==> src/rtl/cp0_pkg.sv <==
// Shared CP0 definitions: register numbers, field positions, exception codes and
// fixed PC constants.
package cp0_pkg;

  localparam logic [4:0] REG_SR    = 5'd12;
  localparam logic [4:0] REG_CAUSE = 5'd13;
  localparam logic [4:0] REG_EPC   = 5'd14;

  localparam int unsigned SR_IE_BIT     = 0;
  localparam int unsigned SR_EXL_BIT    = 1;
  localparam int unsigned SR_IM_LSB     = 10;
  localparam int unsigned SR_IM_MSB     = 15;
  localparam int unsigned CAUSE_EXC_LSB = 2;
  localparam int unsigned CAUSE_EXC_MSB = 6;
  localparam int unsigned CAUSE_IP_LSB  = 10;
  localparam int unsigned CAUSE_IP_MSB  = 15;
  localparam int unsigned CAUSE_BD_BIT  = 31;

  localparam logic [4:0] EXC_INT     = 5'd0;
  localparam logic [4:0] EXC_ADEL    = 5'd4;
  localparam logic [4:0] EXC_ADES    = 5'd5;
  localparam logic [4:0] EXC_SYSCALL = 5'd8;
  localparam logic [4:0] EXC_RI      = 5'd10;
  localparam logic [4:0] EXC_OV      = 5'd12;

  localparam logic [31:0] HANDLER_ADDR = 32'h0000_4180;
  localparam logic [31:0] RESET_PC     = 32'h0000_3000;

  // EPC always holds a word address.
  function automatic logic [31:0] word_align(input logic [31:0] a);
    return a & 32'hFFFF_FFFC;
  endfunction

endpackage

==> src/rtl/cp0_req_gen.sv <==
// Combinational exception/interrupt request generation with interrupt priority.
module cp0_req_gen
  import cp0_pkg::*;
(
  input  logic       reset,
  input  logic       ie,
  input  logic       exl,
  input  logic [5:0] im,
  input  logic [5:0] hwint,
  input  logic [4:0] exc_code,
  output logic       req,
  output logic [4:0] rec_code
);

  logic int_req;
  logic exc_req;

  always_comb begin
    int_req  = ie & ~exl & (|(hwint & im));
    exc_req  = (exc_code != EXC_INT) & ~exl;
    // Registers are already clear in reset, but exc_req is not; gate explicitly.
    req      = reset & (int_req | exc_req);
    rec_code = int_req ? EXC_INT : exc_code;
  end

endmodule

==> src/rtl/cp0_unit.sv <==
// CP0 register file (SR, Cause, EPC) with exception entry, eret and mtc0/mfc0.
module cp0_unit
  import cp0_pkg::*;
(
  input  logic        clk,
  input  logic        reset,
  input  logic        en,
  input  logic [4:0]  addr,
  input  logic [31:0] wdata,
  input  logic [31:0] vpc,
  input  logic        bd,
  input  logic [4:0]  exc_code,
  input  logic [5:0]  hwint,
  input  logic        eret,
  output logic        req,
  output logic [31:0] rdata,
  output logic [31:0] epc_out
);

  logic [5:0]  im_q, im_d;
  logic        exl_q, exl_d;
  logic        ie_q, ie_d;
  logic        bd_q, bd_d;
  logic [5:0]  ip_q, ip_d;
  logic [4:0]  exc_q, exc_d;
  logic [31:0] epc_q, epc_d;

  logic [4:0]  rec_code;
  logic [31:0] sr_val;
  logic [31:0] cause_val;

  cp0_req_gen u_req_gen (
    .reset    (reset),
    .ie       (ie_q),
    .exl      (exl_q),
    .im       (im_q),
    .hwint    (hwint),
    .exc_code (exc_code),
    .req      (req),
    .rec_code (rec_code)
  );

  always_comb begin
    im_d  = im_q;
    exl_d = exl_q;
    ie_d  = ie_q;
    bd_d  = bd_q;
    ip_d  = hwint;
    exc_d = exc_q;
    epc_d = epc_q;
    if (req) begin
      exl_d = 1'b1;
      bd_d  = bd;
      exc_d = rec_code;
      epc_d = word_align(bd ? vpc - 32'd4 : vpc);
    end else begin
      if (eret) begin
        exl_d = 1'b0;
      end
      // An explicit SR write in the eret cycle takes precedence over the eret clear.
      if (en) begin
        case (addr)
          REG_SR: begin
            im_d  = wdata[SR_IM_MSB:SR_IM_LSB];
            exl_d = wdata[SR_EXL_BIT];
            ie_d  = wdata[SR_IE_BIT];
          end
          REG_EPC: epc_d = word_align(wdata);
          default: ;
        endcase
      end
    end
  end

  always_ff @(posedge clk or negedge reset) begin
    if (!reset) begin
      im_q  <= '0;
      exl_q <= 1'b0;
      ie_q  <= 1'b0;
      bd_q  <= 1'b0;
      ip_q  <= '0;
      exc_q <= '0;
      epc_q <= '0;
    end else begin
      im_q  <= im_d;
      exl_q <= exl_d;
      ie_q  <= ie_d;
      bd_q  <= bd_d;
      ip_q  <= ip_d;
      exc_q <= exc_d;
      epc_q <= epc_d;
    end
  end

  always_comb begin
    sr_val                              = '0;
    sr_val[SR_IM_MSB:SR_IM_LSB]         = im_q;
    sr_val[SR_EXL_BIT]                  = exl_q;
    sr_val[SR_IE_BIT]                   = ie_q;
    cause_val                           = '0;
    cause_val[CAUSE_BD_BIT]             = bd_q;
    cause_val[CAUSE_IP_MSB:CAUSE_IP_LSB] = ip_q;
    cause_val[CAUSE_EXC_MSB:CAUSE_EXC_LSB] = exc_q;
    case (addr)
      REG_SR:    rdata = sr_val;
      REG_CAUSE: rdata = cause_val;
      REG_EPC:   rdata = epc_q;
      default:   rdata = '0;
    endcase
    epc_out = epc_q;
  end

endmodule

==> config.mk <==
export PLATFORM = sky130hd
export DESIGN_NAME = cp0_unit
export DESIGN_NICKNAME = d
export VERILOG_FILES = /design/src/rtl/cp0_pkg.sv /design/src/rtl/cp0_req_gen.sv /design/src/rtl/cp0_unit.sv
export SDC_FILE = /design/constraint.sdc
export NUM_CORES = 1
export LEC_CHECK = 0
export CAP_MARGIN = 40
export CORE_MARGIN = 2
export CORE_UTILIZATION = 37
export CTS_CLUSTER_DIAMETER = 120
export DETAILED_ROUTE_END_ITERATION = 16
export MAX_ROUTING_LAYER = met4
export PLACE_DENSITY = 0.81
export SETUP_SLACK_MARGIN = 0.05
export SYNTH_ARGS = -nofsm -noshare
export SYNTH_HDL_FRONTEND = slang
export SYNTH_SLANG_ARGS = --single-unit
==> constraint.sdc <==
create_clock -name clk -period 1.9 [get_ports clk]
set_input_delay 0.19 -clock clk [delete_from_list [all_inputs] [get_ports clk]]
set_output_delay 0.19 -clock clk [all_outputs]
set_load 0.01 [all_outputs]
# Word-level counts from Yosys, hierarchy flattened

Index checks and enable logic that the tools add are counted.

Register bits: 52
Input port bits: 85
Output and inout bits: 65
Word-level logic and storage cells: 35

Add/subtract/negate cells: 1
Equal/unequal tests: 3
Muxes and demuxes: 10
Bitwise operators: 8
Reduce and logical (&&, ||, !) cells: 6

Operators with widths:

| cell                                                 | number |
|---|---|
| two-way mux 32 bit                                   | 4 |
| one-hot mux 32 bit (3 select lines)                  | 1 |
| subtractor 32 x 3 -> 32 bit (second input constant)  | 1 |
| equality test 5 x 4 -> 1 bit (second input constant) | 3 |
| bitwise AND 6 bit                                    | 1 |
| OR reduction 6 bit                                   | 1 |
| two-way mux 5 bit                                    | 1 |
| nonzero test 5 bit                                   | 1 |
| bitwise AND 1 bit                                    | 4 |
| two-way mux 1 bit                                    | 4 |
| nonzero test 2 bit                                   | 2 |
| AND reduction 3 bit                                  | 1 |
| NOT 1 bit                                            | 2 |
| AND reduction 2 bit                                  | 1 |
| OR 1 bit                                             | 1 |

# Depth between registers and ports, before layout

Word-level depth: 7
Mapped depth: 7
Mapped depth without buffers: 7

# By module

Synthesis repeated with hierarchy kept, for this count alone.

Cell total of the unflattened synthesis: 346
Area total of the unflattened synthesis: 3240.6 um^2

Modules (own cells, without submodules):

| module      | instances | cells an instance | area an instance (um^2) | seq. area each (um^2) |
|---|---|---|---|---|
| cp0_unit    | 1         | 332               | 3130.5                  | 1251.2 |
| cp0_req_gen | 1         | 14                | 110.1                   | 0.0 |

# Worst setup path after synthesis

Ideal clock, no wire load.

Path kind: flip-flop to flip-flop
From: reg im_q[1]
To: reg ie_q
Library setup time: 125 ps
Data arrival time: 1788 ps
Data required time: 1775 ps
Setup slack: -13 ps
Cell stages (with the launch flop): 7
Buffers on the path: 1
Period minus slack after synthesis: 1913 ps
Cells stage by stage: dfrtp_1 -> a22o_1 -> o31ai_2 -> a31oi_1 -> buf_2 -> nor2_4 -> mux2_2

Longest elaborated chain between the ends: 7

RTL lines:

| element                       | RTL line          | RTL |
|---|---|---|
| from (decl)                   | cp0_unit.sv:20    | `logic [5:0] im_q, im_d;` |
| from (signal assigned)        | cp0_unit.sv:85    | `im_q <= im_d;` |
| bitwise AND 6 bit             | cp0_req_gen.sv:19 | `int_req = ie & ~exl & (\|(hwint & im));` |
| OR reduction 6 bit            | cp0_req_gen.sv:19 |  |
| bitwise AND 1 bit             | cp0_req_gen.sv:19 |  |
| OR 1 bit                      | cp0_req_gen.sv:22 | `req = reset & (int_req \| exc_req);` |
| bitwise AND 1 bit             | cp0_req_gen.sv:22 |  |
| NOT 1 bit (no line)           | --                |  |
| AND reduction 3 bit (no line) | --                |  |
| to (signal assigned)          | cp0_unit.sv:87    | `ie_q <= ie_d;` |
| to (decl)                     | cp0_unit.sv:22    | `logic ie_q, ie_d;` |

No other way between the ends.
A chain may end at the register's enable or synchronous reset.

# Worst setup path after layout

From: reg im_q[1]
To: reg im_q[0]

Longest elaborated chain between the ends: 7

RTL lines:

| element                       | RTL line |
|---|---|
| bitwise AND 6 bit             | cp0_req_gen.sv:19 |
| OR reduction 6 bit            | cp0_req_gen.sv:19 |
| bitwise AND 1 bit             | cp0_req_gen.sv:19 |
| OR 1 bit                      | cp0_req_gen.sv:22 |
| bitwise AND 1 bit             | cp0_req_gen.sv:22 |
| NOT 1 bit (no line)           | -- |
| AND reduction 3 bit (no line) | -- |

No other way between the ends.

==> flow_summary.yaml <==
worst_setup_path:
  worst-path-max-fanout: 7
  crit_buf_inv: 1
  crit_path_start: "im_q[1]"
  endpoint: "im_q[0]"
  crit_cells: 6
  slowest_stage: "dfrtp_1"
  crit_type: "flop to flop"
  worstRegToRegCells: 6
  cp.required_ns: 2.09
  reg2reg_to: "im_q[0]"
  reg2reg_from: "im_q[1]"
  regToRegSetupSlack_ns: -0.002
  cp_cell_sequence: "a22o_1 > o31ai_4 > a31oi_4 > nor2_4 > buf_12 > mux2_4"
  worst_setup_path_start_kind: "flop"
  critPathCaptureType: "flop"
  max_stage_delay_ns: 0.39
  cp_top_family: "compound AO/OA/AOI/OAI gates"
  arrival_ns: 2.09
power:
  leakagePower_nw: 2.51
  p_switching_mw: 1.08
  p_int_mw: 2.32
  p_seq_share_pct: 43.1
  p_total_mw: 3.40
  peakVddDrop_uv: 363
  sw_frac_of_total_pct: 31.7
  clkPwrFrac_pct: 19.3
  cellPowerDensity_nw_per_um2: 629
  power_frac_comb_pct: 37.5
placed_design:
  place_ws_ns: -0.380
  place_area_sq_um: 5040
  placed_cells: 588
  routabilityCongestion: 0.825
  port_buffers: 145
  place_hpwl_mm: 7.43
global_routing:
  grt_max_degree: 51
  grt_pass1_vias: 3039
  grt.overflow.total: 0
  track_usage_pct: 21.7
  antenna_found_initial: 0
  grt_first_pass_wirelength_mm: 15.0
sta:
  period_minus_slack_ns: 1.90
  tns_ns: -0.00166
  layout_setup_ws_ns: -0.00166
  fin_hold_ws_ns: 0.0640
  hold_violations: 0
  finalSetupViolCount: 1
  grt_setup_unrepaired: "true"
  skew_ns: 0.0129
  tightest_slew_ns: 0.646
  finalCritPeriodShare_pct: 100
  slew_viol_final: 0
  clock.fmax_mhz: 526
  relSlewSlack_pct: 57.0
clock_tree:
  cts_tree: "yes"
  clk-insertion-delay-late_ns: 0.31
  path_clk_slew_ns: 0.11
  htreeDepth: 2
  clockBufferDepth: 2
  root_buffer: "clkbuf_8"
  cts_sinks: 50
  cts_buffers: 5
  cts_hold_buffers: 0
routing:
  vias_per_cell: 5.02
  postRouteAntennaNets: 0
  firstDrtPassIters: 4
  drc: 0
  routed_wl_mm: 10.1
  wire_per_inst_microns: 16.5
  drt_iter0_drc: 95
  vias: 3075
finish:
  seq_area_sq_um: 1250
  nets: 593
  drive_above_1_share_pct: 24.0
  layout.cells.non_filler: 613
  fillCellCount: 625
  areaGrowthSynthToFinish_pct: 74.2
  multi_input_area_sq_um: 1910
  final_util_pct: 66.2
  post-route-cell-area_sq_um: 5410
  diodes: 0
floorplan:
  core_area_sq_um: 8180
  dieWidth_microns: 95.6
  num_rows: 33
  fp.dieH_microns: 95.6
  io_pins: 150
  start_util_pct: 38.0
  die-area_sq_um: 9140
worst_hold_path:
  hp-class: "input port to asynchronous set/reset pin"
logic_synthesis:
  synth.largest_area_cell: "dfrtp_1"
  synth_seq_cells: 50
  synth-edff-count: 0
  syn_avg_cell_area_sq_um: 10.2
  syn_inst: 303
  netlist_top_cells_area: "dfrtp_1 40%, mux2i_1 18%, xnor2_1 6.8%, and2_1 4.0%, o21ai_0 3.7%"
  ys_seq_area_share_pct: 40.3
  synth_warnings: 0
  netlist.area_leader.share_pct: 40.3
  async_flop_share_pct: 100
  netlist_area_sq_um: 3100
  yosysUniqueCellTypes: 42
  synthFlopType: "dfrtp_1"
status:
  outcome: "complete, but fails checks"
  violations: "setup timing"
job:
  maxCapViolations: 0
## layout make-up
cell class	count	share of cell area (%)
tap	105	2.43
clock inverter	3	0.463
sequential	50	23.1
inverter	8	0.555
multi-input combinational	231	35.3
clock buffer	5	1.27
timing repair buffer	211	36.9
## synthesized netlist by cell type (2+ instances only)
cell,number
mux2i_1,55
dfrtp_1,50
nand2_1,24
xnor2_1,24
o21ai_0,23
and2_1,20
nor3_1,16
a22o_1,9
nor2_1,9
inv_1,8
mux2_2,8
clkbuf_1,7
nand3_1,7
buf_2,5
nor4_1,4
xor2_1,4
buf_4,2
nand2b_1,2
nor4_4,2
or3_1,2
## flip-flops by register name, indices dropped and copies added (netlist names)
signal	cells
epc_out	30
im_q	6
ip_q	6
exc_q	5
bd_q	1
exl_q	1
ie_q	1
## power groups by stage
stage	Sequential, mW	Combinational (mW)	Clock (mW)
floorplan	1.52	0.400	0
detailed placement	1.48	1.21	0
finish	1.47	1.28	0.657
global placement	1.47	1.18	0
CTS	1.46	1.24	0.679
global route	1.50	1.38	0.703
## worst min path at each step
stage                     start  endpoint  slack, ns  depth (start not counted)
after floorplan           reset      bd_q      -0.11                          0
after global placement    reset   ip_q[4]       0.42                          2
after detailed placement  reset   im_q[1]       0.42                          2
after CTS                 reset   im_q[3]       0.08                          2
after global routing      reset   im_q[3]        0.1                          2
final                     reset   im_q[3]       0.06                          2
## layout by cell type, fill, tap and decap left out, drive strengths merged, types with 2 or more instances in the layout
cell type / Yosys / final
nand4: 2 / 2
clkbuf: 7 / 12
xor2: 4 / 4
mux2i: 55 / 55
conb: 1 / 2
a22o: 9 / 9
dfrtp: 50 / 50
o21ai: 23 / 23
and2: 20 / 20
or4: 2 / 3
xnor2: 24 / 24
dlymetal6s2s: 0 / 4
clkdlybuf4s50: 0 / 103
nor4b: 2 / 2
nor2: 10 / 10
buf: 9 / 70
nor4: 7 / 7
clkdlybuf4s15: 0 / 22
nand2: 24 / 24
inv: 8 / 9
or3: 3 / 3
nand3: 7 / 7
dlygate4sd2: 0 / 5
nor3: 16 / 16
nand2b: 2 / 2
mux2: 8 / 8
## kinds of logic (layout without fill, tap and decap cells)
family                     Yosys count  in the layout  synth area share (%)
AOI/OAI and AO/OA                   37             37                  7.66
xor gates and xnor gates            28             28                  7.90
adders and majority gates            1              1                 0.403
buffers and inverters               24            227                  3.59
DFF                                 50             50                  40.3
muxes                               63             63                  20.6
other                                1              2                 0.121
and+or+nand+nor                     99            100                  19.4
## metal layers
metal  global-route usage (%)  up-vias  share of wire (%)
li1                         -     1479                  -
met1                     26.6     1484                 41
met2                     38.2      102                 52
met3                     2.92       10                5.2
met4                     4.76        0                1.5
met5                        -        -                  0
## repair_timing
item | in CTS | in global routing
pin swaps | 5 | 11
gates cloned | 1 | 2
gates resized for setup | 92 | 41
setup buffers | 11 | 3
setup endpoints to repair | 43 | 53
Note: power is estimated with default switching activity, not from simulation.
